<file path="config.mk">
export PLATFORM = sky130hd
export DESIGN_NAME = johnson_seq_monitor_flat
export DESIGN_NICKNAME = d
export VERILOG_FILES = /design/src/rtl/johnson_seq_monitor_pkg.sv /design/src/rtl/johnson_seq_monitor_if.sv /design/src/rtl/johnson_seq_monitor_decode.sv /design/src/rtl/johnson_seq_monitor.sv /design/src/flat_wrapper.sv
export SDC_FILE = /design/constraint.sdc
export NUM_CORES = 1
export LEC_CHECK = 0
export CAP_MARGIN = 40
export CELL_PAD_IN_SITES_DETAIL_PLACEMENT = 0
export CELL_PAD_IN_SITES_GLOBAL_PLACEMENT = 1
export CORE_MARGIN = 4
export CORE_UTILIZATION = 42
export DETAILED_ROUTE_END_ITERATION = 12
export PLACE_DENSITY = 0.94
export SETUP_SLACK_MARGIN = 0.4
export SLEW_MARGIN = 30
export SYNTH_ARGS = -nofsm -noshare
export SYNTH_HDL_FRONTEND = slang
export SYNTH_SLANG_ARGS = --single-unit
</file>
<file path="constraint.sdc">
create_clock -name clk -period 5 [get_ports clk]
set_input_delay 1 -clock clk [delete_from_list [all_inputs] [get_ports clk]]
set_output_delay 1 -clock clk [all_outputs]
set_load 0.02 [all_outputs]
</file>
<file path="src/rtl/johnson_seq_monitor_pkg.sv">
// -----------------------------------------------------------------------------
// johnson_seq_monitor_pkg
// Purpose : Shared definitions for the Johnson sequence monitor. Holds the eight
//           legal 4-bit Johnson codes in phase order, the lock FSM state type and
//           a small index-to-one-hot helper.
// Ports   : none (package)
// -----------------------------------------------------------------------------
package johnson_seq_monitor_pkg;

  localparam logic [3:0] CODE_P0 = 4'b0001;
  localparam logic [3:0] CODE_P1 = 4'b0011;
  localparam logic [3:0] CODE_P2 = 4'b0111;
  localparam logic [3:0] CODE_P3 = 4'b1111;
  localparam logic [3:0] CODE_P4 = 4'b1110;
  localparam logic [3:0] CODE_P5 = 4'b1100;
  localparam logic [3:0] CODE_P6 = 4'b1000;
  localparam logic [3:0] CODE_P7 = 4'b0000;

  typedef enum logic [1:0] {
    ST_UNLOCK = 2'd0,
    ST_ACQ    = 2'd1,
    ST_LOCKED = 2'd2
  } state_t;

  function automatic logic [7:0] idx_to_oh(input logic [2:0] idx);
    return 8'b0000_0001 << idx;
  endfunction

endpackage

</file>
<file path="src/rtl/johnson_seq_monitor_if.sv">
// -----------------------------------------------------------------------------
// johnson_seq_monitor_if
// Purpose : Bundles the sample inputs and the status outputs of the Johnson
//           sequence monitor.
// Signals : en, q_in[3:0], clr_err              (driven by master)
//           phase[2:0], phase_oh[7:0], phase_vld, locked, wrap,
//           rev_cnt[REV_CNT_W-1:0], err_illegal, err_seq,
//           err_cnt[ERR_CNT_W-1:0], err_sticky  (driven by slave / monitor)
// Modports: master (upstream driver / observer), slave (the monitor itself)
// -----------------------------------------------------------------------------
interface johnson_seq_monitor_if #(
  parameter int ERR_CNT_W = 8,
  parameter int REV_CNT_W = 16
) ();

  logic                 en;
  logic [3:0]           q_in;
  logic                 clr_err;
  logic [2:0]           phase;
  logic [7:0]           phase_oh;
  logic                 phase_vld;
  logic                 locked;
  logic                 wrap;
  logic [REV_CNT_W-1:0] rev_cnt;
  logic                 err_illegal;
  logic                 err_seq;
  logic [ERR_CNT_W-1:0] err_cnt;
  logic                 err_sticky;

  modport master (
    output en, q_in, clr_err,
    input  phase, phase_oh, phase_vld, locked, wrap, rev_cnt,
           err_illegal, err_seq, err_cnt, err_sticky
  );

  modport slave (
    input  en, q_in, clr_err,
    output phase, phase_oh, phase_vld, locked, wrap, rev_cnt,
           err_illegal, err_seq, err_cnt, err_sticky
  );

endinterface

</file>
<file path="src/rtl/johnson_seq_monitor_decode.sv">
// -----------------------------------------------------------------------------
// johnson_seq_monitor_decode
// Purpose : Combinational decode of a 4-bit Johnson code into its phase index.
// Ports   : i_code[3:0]  Johnson code
//           o_legal      code is one of the eight legal codes
//           o_idx[2:0]   phase index (0 when illegal)
// -----------------------------------------------------------------------------
module johnson_seq_monitor_decode
  import johnson_seq_monitor_pkg::*;
(
  input  logic [3:0] i_code,
  output logic       o_legal,
  output logic [2:0] o_idx
);

  always_comb begin
    o_legal = 1'b1;
    o_idx   = 3'd0;
    case (i_code)
      CODE_P0: o_idx = 3'd0;
      CODE_P1: o_idx = 3'd1;
      CODE_P2: o_idx = 3'd2;
      CODE_P3: o_idx = 3'd3;
      CODE_P4: o_idx = 3'd4;
      CODE_P5: o_idx = 3'd5;
      CODE_P6: o_idx = 3'd6;
      CODE_P7: o_idx = 3'd7;
      default: o_legal = 1'b0;
    endcase
  end

endmodule

</file>
<file path="src/rtl/johnson_seq_monitor.sv">
// -----------------------------------------------------------------------------
// johnson_seq_monitor
// Purpose : Samples a 4-bit Johnson counter on enabled cycles, decodes it to a
//           phase index and one-hot phase, checks every code and every step
//           against the legal 8-state sequence, tracks lock, counts completed
//           revolutions while locked, and counts error events (saturating).
// Ports   : clk         clock, all state on posedge
//           rst         asynchronous active-high reset
//           bus         johnson_seq_monitor_if.slave (en, q_in, clr_err in;
//                       phase, phase_oh, phase_vld, locked, wrap, rev_cnt,
//                       err_illegal, err_seq, err_cnt, err_sticky out)
// -----------------------------------------------------------------------------
module johnson_seq_monitor
  import johnson_seq_monitor_pkg::*;
#(
  parameter int LOCK_CNT  = 4,
  parameter int ERR_CNT_W = 8,
  parameter int REV_CNT_W = 16
) (
  input  logic                  clk,
  input  logic                  rst,
  johnson_seq_monitor_if.slave  bus
);

  localparam logic [3:0] LOCK_TGT = 4'(LOCK_CNT);

  function automatic logic [ERR_CNT_W-1:0] sat_inc(input logic [ERR_CNT_W-1:0] v);
    return (&v) ? v : v + ERR_CNT_W'(1);
  endfunction

  logic                 w_legal;
  logic [2:0]           w_idx;
  logic [2:0]           w_exp_idx;
  logic                 w_checked;
  logic                 w_step_ok;
  logic                 w_err_illegal;
  logic                 w_err_seq;
  logic                 w_err;
  logic                 w_wrap;
  logic [3:0]           w_good_inc;
  state_t               w_state_nxt;
  logic [3:0]           w_good_nxt;

  state_t               r_state;
  logic [3:0]           r_good;
  logic                 r_prev_ok;
  logic [2:0]           r_phase;
  logic [7:0]           r_phase_oh;
  logic                 r_phase_vld;
  logic                 r_locked;
  logic                 r_wrap;
  logic [REV_CNT_W-1:0] r_rev_cnt;
  logic                 r_err_illegal;
  logic                 r_err_seq;
  logic [ERR_CNT_W-1:0] r_err_cnt;
  logic                 r_err_sticky;

  johnson_seq_monitor_decode u_decode (
    .i_code  (bus.q_in),
    .o_legal (w_legal),
    .o_idx   (w_idx)
  );

  // Step checker: r_phase is the previous legal index; it is only trusted
  // while r_prev_ok is set (cleared by reset and by any illegal code).
  assign w_exp_idx     = r_phase + 3'd1;
  assign w_checked     = bus.en & w_legal & r_prev_ok;
  assign w_step_ok     = w_checked & (w_idx == w_exp_idx);
  assign w_err_seq     = w_checked & (w_idx != w_exp_idx);
  assign w_err_illegal = bus.en & ~w_legal;
  assign w_err         = w_err_illegal | w_err_seq;
  assign w_wrap        = w_step_ok & (r_phase == 3'd7);
  assign w_good_inc    = r_good + 4'd1;

  always_comb begin
    w_state_nxt = r_state;
    w_good_nxt  = r_good;
    if (bus.en) begin
      case (r_state)
        ST_UNLOCK: begin
          if (w_legal) begin
            w_state_nxt = ST_ACQ;
            w_good_nxt  = 4'd0;
          end
        end
        ST_ACQ: begin
          if (w_err) begin
            w_state_nxt = ST_UNLOCK;
          end else if (w_step_ok) begin
            w_good_nxt = w_good_inc;
            if (w_good_inc == LOCK_TGT) w_state_nxt = ST_LOCKED;
          end
        end
        ST_LOCKED: begin
          if (w_err) w_state_nxt = ST_UNLOCK;
        end
        default: w_state_nxt = ST_UNLOCK;
      endcase
    end
  end

  // Register stage: everything below updates one clock after the sample.
  always_ff @(posedge clk or posedge rst) begin
    if (rst) begin
      r_state       <= ST_UNLOCK;
      r_good        <= 4'd0;
      r_prev_ok     <= 1'b0;
      r_phase       <= 3'd0;
      r_phase_oh    <= 8'd0;
      r_phase_vld   <= 1'b0;
      r_locked      <= 1'b0;
      r_wrap        <= 1'b0;
      r_rev_cnt     <= '0;
      r_err_illegal <= 1'b0;
      r_err_seq     <= 1'b0;
      r_err_cnt     <= '0;
      r_err_sticky  <= 1'b0;
    end else begin
      r_wrap        <= 1'b0;
      r_err_illegal <= 1'b0;
      r_err_seq     <= 1'b0;
      if (bus.clr_err) begin
        r_err_cnt    <= '0;
        r_err_sticky <= 1'b0;
      end
      if (bus.en) begin
        r_state       <= w_state_nxt;
        r_good        <= w_good_nxt;
        r_locked      <= (w_state_nxt == ST_LOCKED);
        r_wrap        <= w_wrap;
        r_err_illegal <= w_err_illegal;
        r_err_seq     <= w_err_seq;
        if (w_legal) begin
          r_phase     <= w_idx;
          r_phase_oh  <= idx_to_oh(w_idx);
          r_phase_vld <= 1'b1;
          r_prev_ok   <= 1'b1;
        end else begin
          r_phase_oh  <= 8'd0;
          r_phase_vld <= 1'b0;
          r_prev_ok   <= 1'b0;
        end
        // Only revolutions finished from an already-locked state count.
        if (w_wrap && (r_state == ST_LOCKED)) r_rev_cnt <= r_rev_cnt + REV_CNT_W'(1);
        // A coincident clear wins first, so the new error lands on zero.
        if (w_err) begin
          r_err_cnt    <= bus.clr_err ? ERR_CNT_W'(1) : sat_inc(r_err_cnt);
          r_err_sticky <= 1'b1;
        end
      end
    end
  end

  assign bus.phase       = r_phase;
  assign bus.phase_oh    = r_phase_oh;
  assign bus.phase_vld   = r_phase_vld;
  assign bus.locked      = r_locked;
  assign bus.wrap        = r_wrap;
  assign bus.rev_cnt     = r_rev_cnt;
  assign bus.err_illegal = r_err_illegal;
  assign bus.err_seq     = r_err_seq;
  assign bus.err_cnt     = r_err_cnt;
  assign bus.err_sticky  = r_err_sticky;

endmodule

</file>
<file path="src/flat_wrapper.sv">
// flat-port wrapper written by rule: the top's interface ports become plain ports
module johnson_seq_monitor_flat import johnson_seq_monitor_pkg::*;
#(
  parameter int LOCK_CNT  = 4,
  parameter int ERR_CNT_W = 8,
  parameter int REV_CNT_W = 16
)
  (clk, rst, bus_en, bus_q_in, bus_clr_err, bus_phase, bus_phase_oh, bus_phase_vld, bus_locked, bus_wrap, bus_rev_cnt, bus_err_illegal, bus_err_seq, bus_err_cnt, bus_err_sticky);
  johnson_seq_monitor_if #(.ERR_CNT_W(ERR_CNT_W), .REV_CNT_W(REV_CNT_W)) bus_i ();
  input  logic clk;
  input  logic rst;
  input wire logic [$bits(bus_i.en)-1:0] bus_en;
  input wire logic [$bits(bus_i.q_in)-1:0] bus_q_in;
  input wire logic [$bits(bus_i.clr_err)-1:0] bus_clr_err;
  output wire logic [$bits(bus_i.phase)-1:0] bus_phase;
  output wire logic [$bits(bus_i.phase_oh)-1:0] bus_phase_oh;
  output wire logic [$bits(bus_i.phase_vld)-1:0] bus_phase_vld;
  output wire logic [$bits(bus_i.locked)-1:0] bus_locked;
  output wire logic [$bits(bus_i.wrap)-1:0] bus_wrap;
  output wire logic [$bits(bus_i.rev_cnt)-1:0] bus_rev_cnt;
  output wire logic [$bits(bus_i.err_illegal)-1:0] bus_err_illegal;
  output wire logic [$bits(bus_i.err_seq)-1:0] bus_err_seq;
  output wire logic [$bits(bus_i.err_cnt)-1:0] bus_err_cnt;
  output wire logic [$bits(bus_i.err_sticky)-1:0] bus_err_sticky;
  assign bus_i.en = bus_en;
  assign bus_i.q_in = bus_q_in;
  assign bus_i.clr_err = bus_clr_err;
  assign bus_phase = bus_i.phase;
  assign bus_phase_oh = bus_i.phase_oh;
  assign bus_phase_vld = bus_i.phase_vld;
  assign bus_locked = bus_i.locked;
  assign bus_wrap = bus_i.wrap;
  assign bus_rev_cnt = bus_i.rev_cnt;
  assign bus_err_illegal = bus_i.err_illegal;
  assign bus_err_seq = bus_i.err_seq;
  assign bus_err_cnt = bus_i.err_cnt;
  assign bus_err_sticky = bus_i.err_sticky;
  johnson_seq_monitor #(.LOCK_CNT(LOCK_CNT), .ERR_CNT_W(ERR_CNT_W), .REV_CNT_W(REV_CNT_W)) u_core (.clk(clk), .rst(rst), .bus(bus_i));
endmodule
</file>
Word-level counts from Yosys, hierarchy flattened
Index checks and enable logic that the tools add are counted.

$add $sub $neg: 4. Equal/unequal tests: 18. Shift-type cells: 1. Mux-type cells: 26. Bitwise logic cells: 8. Reductions and logical operators: 9.

Operators with widths (number): $mux W8 (6); $pmux W3 S7 (1); $add A16 B1 Y16 const B (1); $eq A4 B4 Y1 const B (4); $mux W2 (6); $mux W4 (3); $add A8 B1 Y8 const B (1); $eq A4 B3 Y1 const B (2); $mux W1 (8); $pmux W4 S2 (1); $reduce_and A8 Y1 (1); $reduce_or A8 Y1 (1); $shl A1 B3 Y8 const A (1); $and A1 B1 Y1 (6); $pmux W2 S3 (1); $reduce_and A5 Y1 (1); $add A4 B1 Y4 const B (1); $eq A2 B2 Y1 const B (2); $eq A4 B1 Y1 const B (1); $eq A4 B2 Y1 const B (1); $logic_not A4 Y1 (1); $ne A2 B1 Y1 const B (2); $ne A4 B4 Y1 const B (1); $reduce_and A2 Y1 (2); other kinds (11) (11).

Flip-flop bits (word level): 47.

Depth between registers and ports, before layout
Depth after elaboration: 11. Gate-level depth with buffers: 8. Gate-level depth less buffers: 7.

Cells and area by module
From an unflattened synthesis, not the netlist that was laid out.

Cells, all modules: 237. Area, all modules: 2359.8 µm².

Modules (own cells, without submodules): johnson_seq_monitor (times used 1, cells each 225, area an instance 2275.9 µm²); johnson_seq_monitor_decode (times used 1, cells each 12, area an instance 83.8 µm²).

Worst setup path before layout
OpenSTA, ideal clock, no wires.

Kind: input to register. Start point: input bus_q_in[2]. End point: register u_core.r_err_cnt[6] (netlist: u_core.bus.err_cnt[6]). Setup time: 0.128 ns. Data arrival time: 2.822 ns. Required time: 4.872 ns. Setup slack: 2.051 ns. Cell stages on the path: 7. Path buffers: 1. Path through: and2_1 -> buf_2 -> a311o_1 -> a211o_1 -> a31o_2 -> nor4b_2 -> mux2_1.

Longest elaborated chain between the ends: 9.

RTL lines: start, declared (line flat_wrapper.sv:13) `input wire logic [$bits(bus_i.q_in)-1:0] bus_q_in;`; $eq A4 B4 Y1, or another cell as far along (line johnson_seq_monitor_decode.sv:19) `case (i_code)`; $reduce_or A8 Y1 (no line); $mux W1 (line johnson_seq_monitor_decode.sv:19); $and A1 B1 Y1 (2 in series) (line johnson_seq_monitor.sv:67) `assign w_checked = bus.en & w_legal & r_prev_ok;`; $and A1 B1 Y1 (line johnson_seq_monitor.sv:69) `assign w_err_seq = w_checked & (w_idx != w_exp_idx);`; $or A1 B1 Y1 (*) (line johnson_seq_monitor.sv:71) `assign w_err = w_err_illegal | w_err_seq;`; $mux W8 (line johnson_seq_monitor.sv:146) `if (w_err) begin`; $mux W8 (line johnson_seq_monitor.sv:126) `if (bus.en) begin`; end signal, assigned (line johnson_seq_monitor.sv:147) `r_err_cnt <= bus.clr_err ? ERR_CNT_W'(1) : sat_inc(r_err_cnt);`; end, declared (line johnson_seq_monitor.sv:55) `logic [ERR_CNT_W-1:0] r_err_cnt;`.

Mark *: on every way between the ends. The rest lies on a longest branch, timed or not. A chain may end at the register's enable or synchronous reset.

Worst setup path after layout
Ends and elaborated chain as after synthesis.

==> results.json <==
{
  "post_route_drc": 0,
  "timing_hold_violations_final": 0,
  "cts_buffers": 5,
  "grt_antenna_before_repair": 0,
  "clock_latency_ns": 0.29,
  "detail_route.wirelength_um": 5450,
  "viasPerCell": 5.39,
  "detailedPlacementHpwl_um": 3920,
  "netlist-cell-type-count": 52,
  "mostFrequentLayoutCell": "sky130_fd_sc_hd__clkdlybuf4s50_1",
  "floorplan.initialDensity_pct": 43.2,
  "synthesis.area_um2": 2560,
  "drt-wirelength-per-cell_um": 13.9,
  "crit_path_cell_trace": "clkdlybuf4s50_1, and2_1, a311o_1, a211o_1, a31o_2, nor4b_2, mux2_1",
  "synth_sequential_area_ratio_pct": 46.0,
  "globalRouteTotalUtil_pct": 16.0,
  "overflow_after_grt": 0,
  "holdCritPathClass": "register to register",
  "fillers": 551,
  "die_area_um2": 7400,
  "worst_path_max_delay_cell": "sky130_fd_sc_hd__clkdlybuf4s50_1",
  "power_per_cell_area_nw_per_um2": 272,
  "placeableCoreArea_um2": 5920,
  "rsz_0062_raised_after_global_routing": "false",
  "grt_pass1_vias": 2113,
  "timing.fmax_mhz": 279,
  "synthArstFlopShare_pct": 100,
  "drt_pre_antenna_iters": 4,
  "fin_tns_setup_ns": 0,
  "synth_fp_nets": 284,
  "worst_ep_arrival_time_ns": 3.77,
  "path_clk_slew_ns": 0.08,
  "worst_clock_skew_ns": 0.00540,
  "worst_pin_slew_ns": 0.566,
  "drv.max_cap_violation_count": 0,
  "drt-initial-drc-count": 68,
  "ys.flop_type": "sky130_fd_sc_hd__dfrtp_1",
  "final_util_pct": 54.0,
  "drive_above_1_share_pct": 6.01,
  "ant_nets": 0,
  "core.rowCount": 28,
  "highest_count_cells_in_the_layout_ignoring_fill_and_taps": "48 x sky130_fd_sc_hd__clkdlybuf4s50_1, 47 x sky130_fd_sc_hd__dfrtp_1, 29 x sky130_fd_sc_hd__nand2_1",
  "syn_area_per_cell_um2": 9.43,
  "synth.yosys.warnings": 0,
  "timing.max_slew.rel_slack_pct": 62.3,
  "cts_tree": "done",
  "cp-start-kind": "primary input",
  "cts.repair_timing.setup_buffer_count": 0,
  "critPathCaptureType": "register",
  "cts_max_path_buffers": 2,
  "largest_vdd_supply_drop_mv": 0.160,
  "path_class": "primary input to register",
  "final.period_utilization_pct": 71.7,
  "synth_edf_count": 0,
  "crit_path_max_incr_delay_ns": 0.65,
  "setup_viol": 0,
  "root_buffer": "sky130_fd_sc_hd__clkbuf_8",
  "cts-hold-fix-buffers": 0,
  "gate_count_of_the_mapped_netlist": 271,
  "io-pin-count": 49,
  "power.static_leakage_nw": 1.44,
  "dr_total_vias": 2109,
  "min_period_ns": 3.59,
  "routabilityCongestion": 0.785,
  "finalMaxSlewViolations": 0,
  "port_buffers": 48,
  "fin_nets": 329,
  "antenna_cells": 0,
  "synth.ff_latch_count": 47,
  "grt_first_pass_wirelength_um": 9690,
  "grt_max_degree": 48,
  "status": "finished, final reports clean",
  "cell_count_after_placement": 383,
  "h_tree_depth": 2,
  "area.growth.synth_to_final_pct": 25.1,
  "p_total_uw": 871,
  "cp_num_buf_inv": 1,
  "clock_sinks": 47,
  "post_cts.resized_instances": 0,
  "die-height_um": 86.0,
  "family_with_the_most_delay_on_the_worst_path": "compound AO/OA/AOI/OAI gates",
  "hold_slack_ns": 0.471,
  "critical_path.max_fanout": 17,
  "layoutNonFillerInstCount": 391,
  "die_width_um": 86.0,
  "timing.critical_path.required_ns": 5.18
}
==> flip-flops by register name, summed over array words and instances, names as in the netlist <==
name and cells:
u_core.bus.wrap 1, u_core.bus.phase 3, u_core.bus.err_seq 1, u_core.bus.err_illegal 1
u_core.r_state 2, u_core.bus.err_sticky 1, u_core.r_prev_ok 1, u_core.r_good 4
u_core.bus.phase_oh 8, u_core.bus.rev_cnt 16, u_core.bus.err_cnt 8, u_core.bus.locked 1
==> logic make-up after synthesis <==
group | Yosys count | share of synthesized area (%)
muxes | 6 | 2.55
buffers and inverters | 32 | 5.14
DFF | 47 | 46.0
adders and majority gates | 5 | 2.45
xor gates and xnor gates | 17 | 5.82
AOI/OAI and AO/OA | 52 | 13.8
and+or+nand+nor | 112 | 24.3
==> metal layers <==
| metal | track usage, % | vias to the layer above | share of wire [%] |
|---|---|---|---|
| met5 | 0 | - | 0 |
| met4 | 3.45 | 0 | 1.1 |
| met3 | 3.75 | 5 | 4.1 |
| met2 | 25.9 | 48 | 48 |
| met1 | 21.9 | 996 | 47 |
| li1 | - | 1060 | - |
==> synth_stat cells (all sizes together) (4+ instances only) <==
master | instances | area share (%)
nor2b | 4 | 0.98
xnor2 | 5 | 1.7
nand4b | 4 | 1.9
o21ai | 15 | 2.9
nand3 | 17 | 3.3
ha | 5 | 2.4
nand2 | 29 | 4.3
dfrtp | 47 | 46
mux2 | 4 | 1.8
a21oi | 7 | 1.4
nor4 | 9 | 2.2
a21o | 5 | 1.5
nor3 | 8 | 1.6
inv | 21 | 3.1
nand2b | 8 | 2.0
clkbuf | 7 | 1.0
xor2 | 12 | 4.1
o211ai | 5 | 1.5
buf | 4 | 1.0
nor2 | 11 | 1.6
or3 | 5 | 1.2
and2 | 4 | 0.98
==> power by group <==
part / leakage, nW / internal [mW] / switching, mW
clock network: 0.0502 / 0.146 / 0.123
logic: 0.773 / 0.0754 / 0.100
registers: 0.621 / 0.400 / 0.0262
==> per-stage QoR <==
| step | instance area, um^2 | worst slack (ns) |
|---|---|---|
| detailed placement | 3080 | 1.08 |
| global placement | 3080 | 1.16 |
| floorplan | 2560 | 2.05 |
| finish | 3200 | 1.41 |
| CTS | 3190 | 1.40 |
| global route | 3200 | 1.25 |
==> worst paths after layout <==
path | startpoint | end | slack [ns] | depth (start not counted)
min in group asynchronous | rst | u_core.bus.phase_oh[0]$_DFFE_PP0P_ | 1.12 | 2
setup / recovery | bus_q_in[2] | u_core.bus.err_cnt[6]$_DFFE_PP0P_ | 1.41 | 7
setup reg to reg | u_core.bus.phase[0]$_DFFE_PP0N_ | u_core.bus.rev_cnt[1]$_DFFE_PP0P_ | 2.05 | 7
hold / removal | u_core.bus.rev_cnt[15]$_DFFE_PP0P_ | u_core.bus.rev_cnt[15]$_DFFE_PP0P_ | 0.47 | 1
max in group asynchronous | rst | u_core.r_good[1]$_DFFE_PP0P_ | 3.50 | 2
hold reg to reg | u_core.bus.rev_cnt[15]$_DFFE_PP0P_ | u_core.bus.rev_cnt[15]$_DFFE_PP0P_ | 0.47 | 1
==> cell type report <==
| cell class | instances | area [um^2] | area share (%) |
|---|---|---|---|
| repair buffers | 49 | 492 | 15.4 |
| well taps | 75 | 93.8 | 2.93 |
| multi-input cells | 192 | 1250 | 39.0 |
| clock inverters | 2 | 37.5 | 1.17 |
| flip-flops and latches | 47 | 1180 | 36.8 |
| clock buffers | 5 | 68.8 | 2.15 |
| inverters | 21 | 81.3 | 2.54 |
==> worst reg2reg max path, stage by stage, from the launching register on <==
cell and delay (ns):
sky130_fd_sc_hd__dfrtp_1 0.47, sky130_fd_sc_hd__ha_1 0.40, sky130_fd_sc_hd__or4b_2 0.60, sky130_fd_sc_hd__a31oi_1 0.19, sky130_fd_sc_hd__o22a_2 0.24, sky130_fd_sc_hd__nand3b_1 0.29
sky130_fd_sc_hd__nor2_1 0.28, sky130_fd_sc_hd__mux2_2 0.36
(Power assumes the default switching activity.)
